<file path="config.mk">
export PLATFORM = sky130hd
export DESIGN_NAME = seek_f_decode
export DESIGN_NICKNAME = d
export VERILOG_FILES = /design/src/rtl/seek_f_decode.sv
export SDC_FILE = /design/constraint.sdc
export NUM_CORES = 1
export LEC_CHECK = 0
export BUFFER_PORTS_ARGS = -buffer_cell sky130_fd_sc_hd__buf_2
export CORE_MARGIN = 2
export CORE_UTILIZATION = 45
export DETAILED_ROUTE_END_ITERATION = 6
export GPL_TIMING_DRIVEN = 0
export PLACE_DENSITY = 0.66
export REMOVE_ABC_BUFFERS = 1
export SETUP_SLACK_MARGIN = 0.4
export SYNTH_ARGS = -nofsm -noshare
export SYNTH_HDL_FRONTEND = slang
export SYNTH_SLANG_ARGS = --single-unit
</file>
<file path="constraint.sdc">
create_clock -name clk -period 4.65 [get_ports clk]
set_input_delay 0.93 -clock clk [delete_from_list [all_inputs] [get_ports clk]]
set_output_delay 0.93 -clock clk [all_outputs]
set_load 0.005 [all_outputs]
</file>
<file path="src/rtl/seek_f_decode.sv">
// Seek-word decoder: recovers q = s+m and r = s+cc from f = q*2^SHIFT - r.
// Two-stage elastic valid/ready pipeline with a saturating malformed-word counter.
module seek_f_decode #(
  parameter int FW    = 40,
  parameter int SHIFT = 20,
  parameter int RMAX  = 4,
  parameter int CW    = 8
) (
  input  logic                clk,
  input  logic                reset,
  input  logic [FW-1:0]       f,
  input  logic                in_valid,
  output logic                in_ready,
  output logic [FW-SHIFT:0]   q,
  output logic [SHIFT-1:0]    r,
  output logic                err,
  output logic                out_valid,
  input  logic                out_ready,
  input  logic                err_clr,
  output logic [CW-1:0]       err_cnt
);

  localparam logic [SHIFT-1:0] RMAX_W  = SHIFT'(RMAX);
  localparam logic [CW-1:0]    CNT_MAX = '1;

  logic                  s1_valid_reg;
  logic [FW-1:0]         f1_reg;
  logic [SHIFT-1:0]      r1_reg;
  logic [FW-SHIFT:0]     q_reg;
  logic [SHIFT-1:0]      r_reg;
  logic                  err_reg;
  logic                  out_valid_reg;
  logic [CW-1:0]         err_cnt_reg;

  logic                  in_fire;
  logic                  out_fire;
  logic                  s2_load;
  logic [SHIFT-1:0]      r1_next;
  logic [FW:0]           sum_next;

  assign s2_load  = s1_valid_reg & (~out_valid_reg | out_ready);
  assign in_ready = ~s1_valid_reg | ~out_valid_reg | out_ready;
  assign in_fire  = in_valid & in_ready;
  assign out_fire = out_valid_reg & out_ready;

  // Residual is the distance from f up to the next multiple of 2^SHIFT.
  assign r1_next  = {SHIFT{1'b0}} - f[SHIFT-1:0];
  // One extra bit so the carry out of f1 + r1 survives into q.
  assign sum_next = {1'b0, f1_reg} + {{(FW+1-SHIFT){1'b0}}, r1_reg};

  // Stage 1
  always_ff @(posedge clk or negedge reset) begin
    if (!reset) begin
      s1_valid_reg <= 1'b0;
      f1_reg       <= '0;
      r1_reg       <= '0;
    end else begin
      if (in_fire) begin
        s1_valid_reg <= 1'b1;
        f1_reg       <= f;
        r1_reg       <= r1_next;
      end else if (s2_load) begin
        s1_valid_reg <= 1'b0;
      end
    end
  end

  // Stage 2
  always_ff @(posedge clk or negedge reset) begin
    if (!reset) begin
      out_valid_reg <= 1'b0;
      q_reg         <= '0;
      r_reg         <= '0;
      err_reg       <= 1'b0;
    end else begin
      if (s2_load) begin
        out_valid_reg <= 1'b1;
        q_reg         <= sum_next[FW:SHIFT];
        r_reg         <= r1_reg;
        err_reg       <= (r1_reg > RMAX_W);
      end else if (out_ready) begin
        out_valid_reg <= 1'b0;
      end
    end
  end

  // Clear wins over a same-cycle increment.
  always_ff @(posedge clk or negedge reset) begin
    if (!reset) begin
      err_cnt_reg <= '0;
    end else if (err_clr) begin
      err_cnt_reg <= '0;
    end else if (out_fire && err_reg && (err_cnt_reg != CNT_MAX)) begin
      err_cnt_reg <= err_cnt_reg + 1'b1;
    end
  end

  assign q         = q_reg;
  assign r         = r_reg;
  assign err       = err_reg;
  assign out_valid = out_valid_reg;
  assign err_cnt   = err_cnt_reg;

endmodule

</file>
==> results of run 1 <==
## logic make-up (layout without fill, tap and decap cells)
group / count (synthesis) / in the layout / synth area share (%)
simple gates: 233 / 233 / 20.6
flops: 111 / 111 / 49.9
compound gates: 91 / 91 / 10.1
mux: 41 / 41 / 8.25
buf+inv: 31 / 121 / 2.34
xor+xnor: 26 / 26 / 4.09
fa+ha+maj: 21 / 21 / 4.72
## synth_stat cells (all sizes together), types with 6 or more instances
cell    instances
xor2           18
o31ai           6
inv             8
ha             21
mux2           39
o21ai          39
a21oi          14
or4            11
and3            6
a31oi          15
nand4          10
dfrtp         111
buf             9
clkbuf         14
or3            10
nor2           32
nand2         110
nor3           11
nand3          21
nor4            6
xnor2           8
## path summary, 6_finish.rpt
| check | from | to | cells past startpoint |
|---|---|---|---|
| hold reg to reg | r[16] | r[16] | 2 |
| max in group asynchronous | reset | r1_reg[15] | 2 |
| min in group asynchronous | reset | q[10] | 1 |
| setup reg to reg | r1_reg[19] | q[14] | 7 |
| setup / recovery | r1_reg[19] | q[14] | 7 |
| hold / removal | r[16] | r[16] | 2 |
## worst max-delay path, stage by stage, from the launching register on
cell,delay [ns]
dfrtp_1,0.44
ha_1,0.42
nand3_1,0.10
nor3_1,0.19
nor3_1,0.06
a31o_1,0.49
or4_1,0.59
a31oi_1,0.17
## stage by stage
stage	hold slack (ns)	util [%]	std cells
after floorplan	0.456	-	531
after global placement	0.457	51.0	795
after detailed placement	0.457	51.5	797
after CTS	0.479	53.9	812
after global routing	0.502	53.9	812
final	0.472	53.9	812
## power breakdown
group          leakage, nW  internal [mW]  switching, mW  total, mW
Clock                0.151          0.441          0.334      0.776
Sequential            1.34           1.12          0.126       1.25
Combinational         1.46          0.253          0.306      0.560
Total                 2.95           1.82          0.767       2.58
## area by class of cell
class / count / area, um^2
sequential: 111 / 2780
clock buffer: 11 / 253
fill: 1088 / 5560
timing repair buffer: 98 / 523
tap: 168 / 210
multi-input combinational: 412 / 2670
clock inverter: 4 / 45.0
inverter: 8 / 30.0
## layout by cell type (no fill, tap or decap), drive strengths merged, types with 4 or more instances in the layout
cell,Yosys,final
or4,11,11
nor2,32,32
ha,21,21
clkbuf,14,11
xor2,18,18
nand4,10,10
a31oi,15,15
nand2,110,110
nor3,11,11
dfrtp,111,111
nand2b,5,5
buf,9,98
o211ai,4,4
o21ai,39,39
xnor2,8,8
nor4,6,6
a21oi,14,14
o31ai,6,6
and3,6,6
or3,10,10
inv,8,8
nand3,21,21
mux2,39,39
## layer usage
metal | GRT usage [%] | vias up
li1 | - | 2137
met1 | 25.9 | 2050
met2 | 30.7 | 101
met3 | 4.96 | 14
met4 | 5.70 | 0
met5 | 0 | -
==> flow_metrics.env, run 1 <==
export IMPL_routed_wl_met2_mm=5.54
export IMPL_hp_class="flop to flop"
export IMPL_leakage_nw=2.95
export IMPL_drc=0
export IMPL_dpl_cell_area_um2=6210
export IMPL_syn_area_per_cell_um2=10.0
export IMPL_ctsHoldBuffers=0
export IMPL_post_drt_wl_per_cell_um=14.7
export IMPL_fin_crit_ns=2.55
export IMPL_fp_dieW_um=115
export IMPL_cts_htree_levels=3
export IMPL_die_area_um2=13300
export IMPL_top_layer_used="met4"
export IMPL_yosys_area_top_type="dfrtp_1"
export IMPL_synth_seq_cells=111
export IMPL_worst_clock_skew_ns=0.00850
export IMPL_power_mw=2.58
export IMPL_initial_utilization_pct=46.1
export IMPL_fp_coreArea_um2=12100
export IMPL_max_freq_mhz=392
export IMPL_max_cap_viol_count=0
export IMPL_ys_async_sr_fraction_pct=100
export IMPL_largest_reg_flops=40
export IMPL_grt_usage_pct=19.2
export IMPL_ys_seq_area_share_pct=49.9
export IMPL_yosysWarnings=0
export IMPL_setup_violations=0
export IMPL_hold_viol=0
export IMPL_dp_slack_ns=1.76
export IMPL_clk_latency_ns=0.35
export IMPL_ios=97
export IMPL_layout_setup_ws_ns=2.10
export IMPL_cts_max_path_buffers=2
export IMPL_syn_to_final_growth_pct=16.9
export IMPL_num_rows=40
export IMPL_ys_flop_type="dfrtp_1"
export IMPL_drtAntennaViolNets=0
export IMPL_cts_setup_buffers=0
export IMPL_cp_end_kind="flop"
export IMPL_synth_edf_count=0
export IMPL_cts_buffers=9
export IMPL_grt_max_degree=80
export IMPL_path_clk_slew_ns=0.07
export IMPL_synthCells=554
export IMPL_rsz0062_at_grt="no"
export IMPL_antenna_cells=0
export IMPL_crit_required_ns=4.92
export IMPL_die_h_um=115
export IMPL_nNetsFinal=706
export IMPL_place_gp_congestion=0.821
export IMPL_dr_first_iter_drc_count=240
export IMPL_r2r_setup_slack_ns=2.10
export IMPL_dr_pass1_iters=4
export IMPL_peakVddDrop_mv=0.183
export IMPL_wl_met1_mm=5.69
export IMPL_drive_above_1_share_pct=25.8
export IMPL_gr_total_overflow=0
export IMPL_outcome="finished clean"
export IMPL_wl_mm=11.9
export IMPL_power_density_nw_per_um2=397
export IMPL_stdcell_area_um2=6500
export IMPL_via_count=4302
export IMPL_netlist_area_leader_share_pct=49.9
export IMPL_period_share_pct=54.9
export IMPL_critical_path_class="flop to flop"
export IMPL_clock_sinks=111
export IMPL_cts_tree="yes"
export IMPL_hpwl_mm=8.55
export IMPL_synth_cell_area_um2=5560
export IMPL_final_max_slew_viol_count=0
export IMPL_cts_root_buf="clkbuf_16"
export IMPL_vias_per_cell=5.30
export IMPL_slew_headroom_pct=13.4
export IMPL_grt_pass1_vias=4163
export IMPL_tightestPinTransition_ns=1.30
export IMPL_grt_pass1_wl_mm=20.3
export IMPL_antenna_found_initial=0
export IMPL_synth_area_top_cells="dfrtp_1 (50%), mux2_2 (7.9%), nand2_1 (7.3%)"
export IMPL_final_setup_tns_ns=0
export IMPL_portBuffers=96
export IMPL_start_kind="flop"
export IMPL_critPathMaxFanout=31
export IMPL_arrival_ns=2.82
export IMPL_dr_wl_met3_um=554
export IMPL_cts_resized=0
export IMPL_ys_types=51
Power figures use the tool's default switching activity.
==> inputs of run 2 (changes only) <==
ABC_AREA = 1   (was not set)
PLACE_DENSITY = 0.68   (was 0.66)
clock period = 2.1 ns   (was 4.65 ns; I/O delays follow)
==> flow_metrics.env, run 2 <==
export IMPL_cts_max_path_buffers=2
export IMPL_initial_utilization_pct=46.2
export IMPL_dr_first_iter_drc_count=414
export IMPL_hold_viol=0
export IMPL_die_area_um2=15300
export IMPL_rsz0062_at_grt="yes"
export IMPL_final_cells=1216
export IMPL_period_share_pct=88.3
export IMPL_cts_tree="yes"
export IMPL_final_max_slew_viol_count=0
export IMPL_drc=0
export IMPL_peakVddDrop_mv=0.638
export IMPL_cp_num_buf_inv=0
export IMPL_critPathMaxFanout=3
export IMPL_synth_cell_area_um2=6440
export IMPL_synthTopCellsByCount="nand2_1 (325), dfrtp_1 (111), inv_1 (99), nor2_1 (83), nand3_1 (62)"
export IMPL_cp_end_kind="flop"
export IMPL_start_kind="flop"
export IMPL_place_gp_congestion=0.888
export IMPL_drtAntennaViolNets=0
export IMPL_yosysMostFrequentCell="nand2_1"
export IMPL_clock_sinks=111
export IMPL_ys_seq_area_share_pct=43.1
export IMPL_synth_edf_count=0
export IMPL_path_clk_slew_ns=0.07
export IMPL_fp_dieW_um=124
export IMPL_max_cap_viol_count=0
export IMPL_hpwl_mm=11.9
export IMPL_crit_required_ns=2.35
export IMPL_dr_pass1_iters=5
export IMPL_syn_to_final_growth_pct=34.7
export IMPL_r2r_setup_slack_ns=0.25
export IMPL_outcome="finished clean"
export IMPL_fp_coreArea_um2=13900
export IMPL_pwr_share_seq_pct=39.8
export IMPL_grt_usage_pct=23.8
export IMPL_worst_clock_skew_ns=0.00855
export IMPL_grt_pass1_wl_mm=28.3
export IMPL_power_density_nw_per_um2=793
export IMPL_cp_slowest_cell="dfrtp_1"
export IMPL_synth_seq_cells=111
export IMPL_cts_htree_levels=3
export IMPL_leakage_nw=4.30
export IMPL_setup_violations=0
export IMPL_cpPeakStageDelay_ns=0.43
export IMPL_vias_per_cell=5.11
export IMPL_dpl_cell_area_um2=7140
export IMPL_critical_path_top_delay_family="simple AND/OR/NAND/NOR gates"
export IMPL_yosysWarnings=0
export IMPL_via_count=6211
export IMPL_switching_share_pct=35.3
export IMPL_ys_async_sr_fraction_pct=100
export IMPL_slew_headroom_pct=51.6
export IMPL_power_mw=6.88
export IMPL_fin_crit_ns=1.85
export IMPL_tightestPinTransition_ns=0.727
export IMPL_p_int_mw=4.45
export IMPL_grt_pass1_vias=5869
export IMPL_ys_flop_type="dfrtp_1"
export IMPL_final_common_cell="nand2_1"
export IMPL_critical_path_class="flop to flop"
export IMPL_clk_latency_ns=0.36
export IMPL_ys_types=39
export IMPL_num_rows=43
export IMPL_drive_above_1_share_pct=31.5
export IMPL_largest_reg_flops=40
export IMPL_max_freq_mhz=539
export IMPL_cts_root_buf="clkbuf_16"
export IMPL_grt_max_degree=59
export IMPL_antenna_found_initial=0
export IMPL_clock_power_share_pct=25.9
export IMPL_cts_buffers=9
export IMPL_syn_area_per_cell_um2=7.15
export IMPL_nNetsFinal=1097
export IMPL_ctsHoldBuffers=0
export IMPL_gr_total_overflow=0
export IMPL_cp_common_cell="nand2_1"
export IMPL_p_comb_share_pct=34.3
export IMPL_yosys_area_top_type="dfrtp_1"
export IMPL_switchingPower_mw=2.43
export IMPL_synthCells=900
export IMPL_die_h_um=124
export IMPL_ios=97
export IMPL_dp_cells=1159
export IMPL_portBuffers=96
export IMPL_antenna_cells=0
export IMPL_arrival_ns=2.10
export IMPL_final_cell_mix="nand2_1 (269), dfrtp_1 (107), inv_1 (93), buf_2 (93), nor2_1 (63)"
export IMPL_netlist_area_leader_share_pct=43.1
export IMPL_critical_path_cell_chain="ha_4 -> nand2_8 -> nor2_4 -> nor3b_2 -> nand2_1 -> nand2_2 -> nand2_2 -> nand2_1 -> nand2_1 -> nand3_1 -> nand2_1"
export IMPL_synth_area_top_cells="dfrtp_1 (43%), nand2_1 (19%), inv_1 (5.8%)"
export IMPL_hp_class="input pin to async pin"
export IMPL_stdcell_area_um2=8670
export IMPL_wl_mm=18.1
export IMPL_post_drt_wl_per_cell_um=14.9
## run 2: changes by cell type after synthesis, moves of 8 or more
cell     previous run  this run
a31oi_1            15         0
inv_1               8        99
inv_2               0         9
mux2_2             39         0
nand2_1           108       325
nand3_1            21        62
nor2_1             32        83
o21ai_0            36        55
or3_1              10         0
or4_1              10         0
xnor2_1             8         0
xor2_1             18         2
## run 2: final timing paths
check                              to       start  cells after the start
min in group clk           f1_reg[26]       f[26]                      3
max                             q[14]  f1_reg[16]                     11
min reg2reg                      q[5]        q[5]                      2
max in group asynchronous   r1_reg[4]       reset                      2
max reg2reg                     q[14]  f1_reg[16]                     11
min                        err_cnt[4]       reset                      1
## run 2: final cells by class
class | instances | area (um^2)
Sequential cell | 111 | 2780
Multi-Input combinational cell | 658 | 4030
Clock inverter | 2 | 38.8
Fill cell | 1259 | 5270
Inverter | 113 | 439
Tap cell | 180 | 225
Clock buffer | 14 | 264
Timing Repair Buffer | 138 | 893
## run 2: metal layers
| metal | share of wire [%] | up-vias | global-route usage (%) |
|---|---|---|---|
| li1 | - | 3138 | - |
| met1 | 46 | 2916 | 31.4 |
| met2 | 49 | 137 | 39.8 |
| met3 | 3.9 | 20 | 3.89 |
| met4 | 1.6 | 0 | 7.81 |
| met5 | 0 | - | 0 |
## run 2: through the flow
step | util [%] | setup TNS [ns] | hold WS [ns] | worst slack, ns
finish | 62.2 | 0 | 0.107 | 0.246
global route | 62.2 | 0 | 0.167 | 0.193
CTS | 58.5 | 0 | 0.130 | 0.337
detailed placement | 51.3 | -22.30 | 0.463 | -0.559
global placement | 50.6 | -349.97 | 0.452 | -4.48
floorplan | - | -106.21 | 0.124 | -2.07
## run 2: logic make-up (layout without fill, tap and decap cells)
logic type	Yosys count	count (layout)	share of synthesized area (%)
and+or+nand+nor	537	539	36.3
buffers and inverters	133	267	7.97
AOI/OAI and AO/OA	96	96	8.22
DFF	111	111	43.1
xor gates and xnor gates	2	2	0.272
adders and majority gates	21	21	4.08
## run 2: worst register-to-register path: cells and delay by family, from the launching register on
kind / cells / cell delay, ns
simple gates: 10 / 0.97
fa+ha+maj: 1 / 0.35
flops: 1 / 0.43
## run 2: power groups by stage
stage / Sequential, mW / Combinational (mW) / Clock [mW]
after CTS: 2.72 / 2.03 / 1.81
after detailed placement: 2.72 / 1.58 / 0
after floorplan: 2.70 / 0.984 / 0
after global routing: 2.77 / 2.61 / 1.88
final: 2.73 / 2.36 / 1.78
after global placement: 2.71 / 1.54 / 0
## run 2: what timing repair did
action	CTS	global route
resized for setup	111	88
gates cloned	2	1
setup buffers	18	20
pin swaps	33	41
setup endpoints to repair	74	55
